[config.mk]
export PLATFORM = sky130hd
export DESIGN_NAME = muxn_reg
export DESIGN_NICKNAME = d
export VERILOG_FILES = /design/src/rtl/muxn_reg.sv
export SDC_FILE = /design/constraint.sdc
export NUM_CORES = 1
export LEC_CHECK = 0
export CAP_MARGIN = 20
export CORE_MARGIN = 5
export CORE_UTILIZATION = 31
export DETAILED_ROUTE_END_ITERATION = 10
export HOLD_SLACK_MARGIN = 0.03
export PLACE_DENSITY = 0.76
export SLEW_MARGIN = 20
export SYNTH_ARGS = -nofsm -noshare
export SYNTH_HDL_FRONTEND = slang
export SYNTH_SLANG_ARGS = --single-unit
[constraint.sdc]
create_clock -name clk -period 1.03 [get_ports clk]
set_clock_uncertainty 0.15 [all_clocks]
set_input_delay 0.206 -clock clk [delete_from_list [all_inputs] [get_ports clk]]
set_output_delay 0.206 -clock clk [all_outputs]
set_load 0.1 [all_outputs]
[src/rtl/muxn_reg.sv]
// -----------------------------------------------------------------------------
// muxn_reg
//   N-way channel selector with a one-deep registered output stage and
//   valid/ready handshaking on both sides. The chosen channel is captured
//   on accept. An out-of-range select captures zero and raises muxn_sel_err.
//   The beat is still passed downstream.
//
// Optional feature macro: MUXN_REG_ERR_CNT_EN
//   When defined, muxn_err_cnt is a saturating (0..255) count of accepted
//   beats whose select was out of range. It is cleared only by rst.
//   When undefined, muxn_err_cnt is tied to zero and no counter is built.
//
// Parameters
//   D_WIDTH   data width per channel (>= 1)
//   N_IN      number of input channels (2..16)
//   SEL_WIDTH select width, 2**SEL_WIDTH >= N_IN
//
// Ports
//   clk             rising-edge clock
//   rst             synchronous reset, active-high
//   muxn_data       flattened channels, channel k at [k*D_WIDTH +: D_WIDTH]
//   muxn_sel        channel index
//   muxn_in_valid   upstream beat valid
//   muxn_in_ready   block can accept this cycle
//   muxn_result     registered selected data
//   muxn_sel_err    registered out-of-range flag for the held beat
//   muxn_out_valid  muxn_result/muxn_sel_err hold a beat
//   muxn_out_ready  downstream accepts this cycle
//   muxn_err_cnt    saturating out-of-range count (zero when feature off)
// -----------------------------------------------------------------------------
module muxn_reg #(
  parameter int D_WIDTH   = 12,
  parameter int N_IN      = 3,
  parameter int SEL_WIDTH = 2
) (
  input  logic                      clk,
  input  logic                      rst,
  input  logic [N_IN*D_WIDTH-1:0]   muxn_data,
  input  logic [SEL_WIDTH-1:0]      muxn_sel,
  input  logic                      muxn_in_valid,
  output logic                      muxn_in_ready,
  output logic [D_WIDTH-1:0]        muxn_result,
  output logic                      muxn_sel_err,
  output logic                      muxn_out_valid,
  input  logic                      muxn_out_ready,
  output logic [7:0]                muxn_err_cnt
);

  // Every encodable select value gets a slot so the lookup below never
  // indexes outside the array. Slots at or above N_IN read as zero and
  // are flagged out of range.
  localparam int NUM_SLOTS = 1 << SEL_WIDTH;

  typedef enum logic {
    ST_EMPTY = 1'b0,
    ST_FULL  = 1'b1
  } state_e;

  state_e               state_q;
  logic [D_WIDTH-1:0]   result_q;
  logic [D_WIDTH-1:0]   result_d;
  logic                 sel_err_q;
  logic                 sel_err_d;

  logic [D_WIDTH-1:0]   slot_data [NUM_SLOTS];
  logic [NUM_SLOTS-1:0] slot_oob;

  logic                 accept;
  logic                 emit;

  // ---------------------------------------------------------------------------
  // Channel slot table
  // ---------------------------------------------------------------------------
  genvar gi;
  generate
    for (gi = 0; gi < NUM_SLOTS; gi++) begin : g_slot
      if (gi < N_IN) begin : g_real
        assign slot_data[gi] = muxn_data[gi*D_WIDTH +: D_WIDTH];
        assign slot_oob[gi]  = 1'b0;
      end else begin : g_pad
        assign slot_data[gi] = '0;
        assign slot_oob[gi]  = 1'b1;
      end
    end
  endgenerate

  // ---------------------------------------------------------------------------
  // Handshake
  // ---------------------------------------------------------------------------
  // The register frees up in the same cycle it is drained. That lets the
  // stage run one beat per cycle without a skid buffer. The cost is a
  // combinational path from muxn_out_ready to muxn_in_ready.
  assign muxn_in_ready  = !rst && ((state_q == ST_EMPTY) || muxn_out_ready);
  assign muxn_out_valid = (state_q == ST_FULL);
  assign accept         = muxn_in_valid && muxn_in_ready;
  assign emit           = muxn_out_valid && muxn_out_ready;

  // Padded slots already carry zero data. The data and the flag therefore
  // come straight from the table.
  always_comb begin
    result_d  = slot_data[muxn_sel];
    sel_err_d = slot_oob[muxn_sel];
  end

  // ---------------------------------------------------------------------------
  // Output stage FSM with registered result/flag
  // ---------------------------------------------------------------------------
  always_ff @(posedge clk) begin
    if (rst) begin
      state_q   <= ST_EMPTY;
      result_q  <= '0;
      sel_err_q <= 1'b0;
    end else begin
      case (state_q)
        ST_EMPTY: begin
          if (accept) begin
            state_q <= ST_FULL;
          end
        end
        ST_FULL: begin
          if (emit && !accept) begin
            state_q <= ST_EMPTY;
          end
        end
        default: state_q <= ST_EMPTY;
      endcase
      // Held values move only on an accept. In all other cycles they stay
      // stable, whatever happens on the inputs.
      if (accept) begin
        result_q  <= result_d;
        sel_err_q <= sel_err_d;
      end
    end
  end

  assign muxn_result  = result_q;
  assign muxn_sel_err = sel_err_q;

  // ---------------------------------------------------------------------------
  // Out-of-range counter
  // ---------------------------------------------------------------------------
`ifdef MUXN_REG_ERR_CNT_EN
  logic [7:0] err_cnt_q;
  logic [7:0] err_cnt_d;

  always_comb begin
    err_cnt_d = err_cnt_q;
    if (accept && sel_err_d && (err_cnt_q != 8'hFF)) begin
      err_cnt_d = err_cnt_q + 8'd1;
    end
  end

  always_ff @(posedge clk) begin
    if (rst) begin
      err_cnt_q <= 8'd0;
    end else begin
      err_cnt_q <= err_cnt_d;
    end
  end

  assign muxn_err_cnt = err_cnt_q;
`else
  assign muxn_err_cnt = 8'd0;
`endif

endmodule

==> results of run 1 <==
power groups by stage:
stage / registers (mW) / clock network (mW) / logic, mW
floorplan: 0.891 / 0 / 0.363
global placement: 0.636 / 0 / 0.981
detailed placement: 0.636 / 0 / 0.994
CTS: 0.623 / 0.426 / 1.08
global route: 0.628 / 0.463 / 1.13
finish: 0.622 / 0.412 / 1.09
state kept, by name, indices dropped and copies added, names as in the netlist:
register	flops
muxn_result	12
muxn_out_valid	1
muxn_sel_err	1
path summary, 6_finish.rpt:
kind | slack, ns | to | cells past startpoint
max | -0.37 | muxn_in_ready | 3
min | 0.16 | muxn_out_valid | 3
max reg2reg | -0.23 | muxn_sel_err | 6
min reg2reg | 0.35 | muxn_result[10] | 2
timing repair:
item,4_1_cts,5_1_grt
gates resized for setup,17,5
gates cloned,3,0
setup endpoints to repair,28,28
pin swaps,2,2
buffers inserted,6,3
critical path, cell delays in order (launching register included):
cell	delay, ns
dfxtp_4	0.36
nor2b_4	0.13
nor2_4	0.10
buf_12	0.18
cell usage after synthesis (2+ instances only):
library cell and number:
mux2i_1 24, dfxtp_1 14, nand2b_1 13, a2bb2oi_1 12
buf_4 9, nor2_1 3, buf_6 2
cells by family after synthesis:
group / after synthesis / synth area share [%]
AOI/OAI and AO/OA: 14 / 13.3
DFF: 14 / 30.9
and+or+nand+nor: 21 / 14.8
muxes: 24 / 26.5
other: 1 / 0.414
buffers and inverters: 14 / 14.1
cell type report:
class | instances | area [sq um]
multi-input combinational | 67 | 579
sequential | 14 | 305
fill | 216 | 857
timing repair buffer | 77 | 965
clock buffer | 4 | 36.3
tap | 31 | 38.8
per-layer routing:
layer	vias to the layer above	GRT usage (%)
li1	447	-
met5	-	0
met2	52	25.3
met3	6	5.78
met1	435	17.5
met4	0	6.49
stage by stage:
step | setup TNS (ns) | util (%) | setup slack [ns]
floorplan | -3.89 | - | -0.416
global placement | -7.62 | 60.8 | -0.575
global route | -6.63 | 69.2 | -0.427
detailed placement | -8.23 | 60.8 | -0.624
CTS | -4.87 | 68.4 | -0.384
finish | -5.44 | 69.2 | -0.372
==> key figures, run 1 <==
Drt
  • DRT iter0 DRCs: 16
  • Via density: just under 5
  • Pre-antenna DRT Iters: 4
  • Post-Route WL: ~3000 um
  • Top Metal Used: met4
  • DR WL/cell: approximately 16 um
  • Remaining antenna violation count: 0
  • Via count: 940
  • WL met1: ~1200 um
  • DRC: 0
  • Met3 WL: 309 um
  • Met2 wire length: approximately 1500 um

Worst setup path
  • Startpoint Class: register
  • Worst reg2reg startpoint: muxn_out_valid
  • Crit end category: primary output
  • Crit Path Max Fanout: 3
  • CP Class: register to primary output
  • Crit path from: muxn_out_valid
  • Critical Path AT: about 1.1 ns
  • CP required: 0.67 ns

Clocking
  • Reg clk slew, reported paths: approximately 0.090 ns
  • TritonCTS clock tree: yes
  • H-tree depth: 1
  • Clk sinks: 14
  • Cts hold-fix bufs: 0
  • Clk buf depth: 2
  • Total CTS buffers: 3
  • Root buf cell: clkbuf_4
  • Worst-Skew Late Latency: approximately 0.28 ns

Floorplan
  • Die Wd: 64.1 um
  • Die Y-Extent: about 64 um
  • Initial Util: between 30% and 40%
  • Die area: roughly 4000 sq um
  • Core area: ~2800 sq um
  • I/O Pins: 65
  • FP Rows: 19

Timing
  • Worst setup margin: -0.372 ns
  • RSZ-0062 raised after global routing: yes
  • Fmax: 713 MHz
  • Tmin final: between 1 and 1.5 ns
  • Final Cycle Share: 136%
  • Hold WS: about 0.16 ns
  • Setup violations, final: 28
  • Max-slew violations: 0
  • Final Hold Viols: 0

Global route
  • Initial antenna violation count: 0
  • Largest net degree at the start of global routing: 11
  • First-pass GRT wire length: roughly 5000 um
  • Vias in the first global route: approximately 1100
  • Global Route Usage Sum: between 10% and 20%
  • Total global routing overflow: 0

Cells and area
  • Share of layout cells above drive strength 1: roughly two fifths
  • Area growth syn-to-layout: 112%
  • Nets@finish: ~210
  • # diodes: 0
  • Commonest cells after routing, fill and taps aside: clkdlybuf4s50_1 (36), mux2i_1 (24), buf_12 (17)
  • Final Cell Area: around 1900 sq um
  • Layout Cells excl Fill: between 150 and 200
  • Most common cell after layout, fill and taps aside: clkdlybuf4s50_1

Pwr
  • Power Density: 1100 nW/um^2
  • Reg power frac: between 20% and 30%
  • Sw frac: 39.3%
  • Combinational Power Share: about half
  • Internal: 1.29 mW
  • IR Drop Worst-Case VDD: between 1000 and 1500 uV
  • NetSw: between 0.8 and 0.9 mW
  • P_leak: just under 0.9 nW
  • Fraction of power consumed by the clock network: between 10% and 20%
  • Final Power: 2.12 mW

Status
  • Outcome: complete, but fails checks
  • Failing checks: setup timing

Yosys
  • Synth top area cells: dfxtp_1 (31%), mux2i_1 (27%), a2bb2oi_1 (12%)
  • Post-synth EDFFs: 0
  • Synth top area share: a little under a third
  • Avg Cell Area, Syn: 10.3 sq um
  • Top FF cell, synth: dfxtp_1
  • Flops & latches, synth: 14
  • Yosys synthesis warning count: 0
  • Post-synthesis instance total: approximately 90
  • Post-synth ARST share: 0%
  • Area leader, netlist: dfxtp_1
  • Seq/Total Area, Yosys: 30.9%
  • Mapped Area: 906 sq um
  • Synth unique cells: 18

Placement
  • Placed insts: 178
  • Area after detailed placement: 1690 sq um
  • Placer congestion estimate: 0.750
  • Post-DP HPWL: about 2200 um
  • # port buffers: 56

Hold path
  • HP Class: primary input to register
  • Hold_sp: muxn_in_valid

Job
  • Total of max-cap violations: 0
(Power assumes the default switching activity.)
==> run 2: changes to the inputs <==
--- a/config.mk
+++ b/config.mk
@@ -11,7 +11,6 @@
 export DETAILED_ROUTE_END_ITERATION = 10
 export HOLD_SLACK_MARGIN = 0.03
 export PLACE_DENSITY = 0.76
-export SLEW_MARGIN = 20
 export SYNTH_ARGS = -nofsm -noshare
 export SYNTH_HDL_FRONTEND = slang
 export SYNTH_SLANG_ARGS = --single-unit
==> constraint.sdc (replaced) <==
create_clock -name clk -period 1.2 [get_ports clk]
set_clock_uncertainty 0.15 [all_clocks]
set_input_delay 0.24 -clock clk [delete_from_list [all_inputs] [get_ports clk]]
set_output_delay 0.24 -clock clk [all_outputs]
set_load 0.1 [all_outputs]
==> run 2 against run 1 <==
The flow still finishes with violations (setup timing). Clock power fell by 15%. Critical path depth did not move. Utilization fell by 1.3 points. Worst setup slack improved by 0.14 ns. Critical path type unchanged. Largest cell class unchanged. Largest power group unchanged.
==> key figures, run 2 (synthesis results as in run 1) <==
Global route
  • Largest net degree at the start of global routing: 11
  • First-pass GRT wire length: 4910 um
  • Total global routing overflow: 0
  • Global Route Usage Sum: between 10% and 20%
  • Vias in the first global route: between 1000 and 1500
  • Initial antenna violation count: 1

Cells and area
  • Nets@finish: 204
  • Final core utilization: roughly two thirds
  • Fill count: between 200 and 250
  • Most common cell after layout, fill and taps aside: clkdlybuf4s50_1
  • Commonest cells after routing, fill and taps aside: clkdlybuf4s50_1 (38), mux2i_1 (23), buf_12 (17)
  • Layout Cells excl Fill: between 150 and 200
  • Share of layout cells above drive strength 1: roughly two fifths
  • Area growth syn-to-layout: 108%
  • Max reg flops: 12

Clocking
  • Clk buf depth: 2
  • Reg clk slew, reported paths: 0.09 ns
  • Root buf cell: clkbuf_4
  • H-tree depth: 1
  • TritonCTS clock tree: yes
  • Clk sinks: 14
  • Worst-Skew Late Latency: 0.28 ns
  • Total CTS buffers: 3

Worst setup path
  • Critical Path AT: approximately 1.1 ns
  • Reg2reg end: muxn_result[5]
  • CP bufs+invs: 1
  • Startpoint Class: register
  • Top delay family on crit path: flip-flops
  • CP Class: register to primary output
  • Crit Path Max Fanout: 2
  • CP max-delay cell: dfxtp_4
  • Worst reg2reg startpoint: muxn_out_valid
  • CP max stage delay: between 0.3 and 0.4 ns
  • R2r setup slk: -0.12 ns
  • Crit path cell chain: nor2b_4 > nor2_4 > buf_12
  • Crit end category: primary output
  • WP depth: 3
  • R2R depth: 6
  • CP required: 0.81 ns

Timing
  • Final Hold Viols: 0
  • Setup TNS: -1.85 ns
  • Max-slew violations: 0
  • Tmin final: ~1.4 ns
  • Hold WS: 0.308 ns
  • Fmax: roughly 700 MHz
  • Worst setup margin: -0.235 ns
  • Final Cycle Share: 120%
  • RSZ-0062 raised after global routing: yes
  • Setup violations, final: 25

Pwr
  • Sw frac: approximately two fifths
  • P_leak: between 0.8 and 0.9 nW
  • Combinational Power Share: 51.1%
  • Power Density: between 900 and 1000 nW/um^2
  • Fraction of power consumed by the clock network: between 15 and 20%
  • Final Power: 1.81 mW
  • NetSw: 0.706 mW
  • Internal: around 1.1 mW
  • Reg power frac: just under 30%
  • IR Drop Worst-Case VDD: 725 uV

Job
  • Total of max-cap violations: 0

Floorplan
  • Die Y-Extent: about 64 um
  • Core area: ~2800 sq um
  • FP Rows: 19
  • I/O Pins: 65
  • Initial Util: about a third
  • Die Wd: roughly 64 um
  • Die area: about 4100 sq um

Status
  • Failing checks: setup timing
  • Outcome: complete, but fails checks

Drt
  • Post-Route WL: 3140 um
  • Via count: 917
  • Pre-antenna DRT Iters: 2
  • DR WL/cell: 16.2 um
  • DRT iter0 DRCs: 15
  • Remaining antenna violation count: 0
  • DRC: 0
  • Via density: about 4.8

Placement
  • # port buffers: 56
  • Post-DP HPWL: 2290 um
  • Placer congestion estimate: ~0.75
  • Placed insts: about 180

Hold path
  • Hold path cells: 4
  • HP Class: primary input to register
  • Hold_sp: muxn_out_ready
  • Worst Hold Endpoint: muxn_out_valid
## run 2: cell types whose count changed in the layout (fill, tap and decap cells not counted), moves of 2 or more
cell / change
bufbuf_16: +2
buf_6: -2
dlygate4sd2_1: -2
clkdlybuf4s50_1: +2
buf_16: -3
buf_4: +3
## run 2: worst max path at each step
stage                   startpoint        endpoint  slack [ns]
floorplan           muxn_out_valid   muxn_in_ready       -0.28
global placement       muxn_sel[1]  muxn_result[0]       -0.44
detailed placement     muxn_sel[1]  muxn_result[1]       -0.52
CTS                 muxn_out_valid   muxn_in_ready       -0.24
global route        muxn_out_valid   muxn_in_ready       -0.28
finish              muxn_out_valid   muxn_in_ready       -0.24
## run 2: metal layers
| layer | track usage [%] | wire length, um | up-vias |
|---|---|---|---|
| met3 | 6.30 | 315 | 6 |
| met5 | 0 | 0 | - |
| met1 | 15.4 | 1130 | 420 |
| li1 | - | - | 444 |
| met4 | 6.75 | 71 | 0 |
| met2 | 27.3 | 1610 | 47 |
## run 2: final cells by class
| class | count | area [sq um] | area share, % |
|---|---|---|---|
| Multi-Input combinational cell | 67 | 571 | 30.2 |
| Sequential cell | 14 | 305 | 16.2 |
| Timing Repair Buffer | 76 | 933 | 49.5 |
| Clock buffer | 4 | 36.3 | 1.92 |
| Antenna cell | 1 | 2.50 | 0.133 |
| Tap cell | 31 | 38.8 | 2.06 |
## run 2: through the flow
stage | area, sq um | setup WS [ns]
2_1_floorplan | 970 | -0.280
3_3_place_gp | 1680 | -0.436
3_5_place_dp | 1680 | -0.523
4_1_cts | 1860 | -0.242
5_1_grt | 1890 | -0.283
6_report | 1890 | -0.235
## run 2: power groups by stage
stage | Combinational (mW) | Sequential (mW) | Clock (mW)
3_5_place_dp | 0.851 | 0.548 | 0
6_report | 0.923 | 0.534 | 0.349
3_3_place_gp | 0.838 | 0.547 | 0
5_1_grt | 0.954 | 0.540 | 0.386
4_1_cts | 0.917 | 0.535 | 0.357
2_1_floorplan | 0.311 | 0.765 | 0
## run 2: worst min-delay path, cell delays in order
cell,delay [ns]
dlygate4sd2_1,0.27
nor2b_4,0.06
nor2_1,0.08
nor2_1,0.05
## run 2: repair_timing
item	4_1_cts	5_1_grt
setup endpoints to repair	28	28
gates cloned	2	0
pin swaps	1	1
hold buffers	0	0
hold endpoints to repair	0	0
gates resized for setup	9	2
setup buffers	7	2
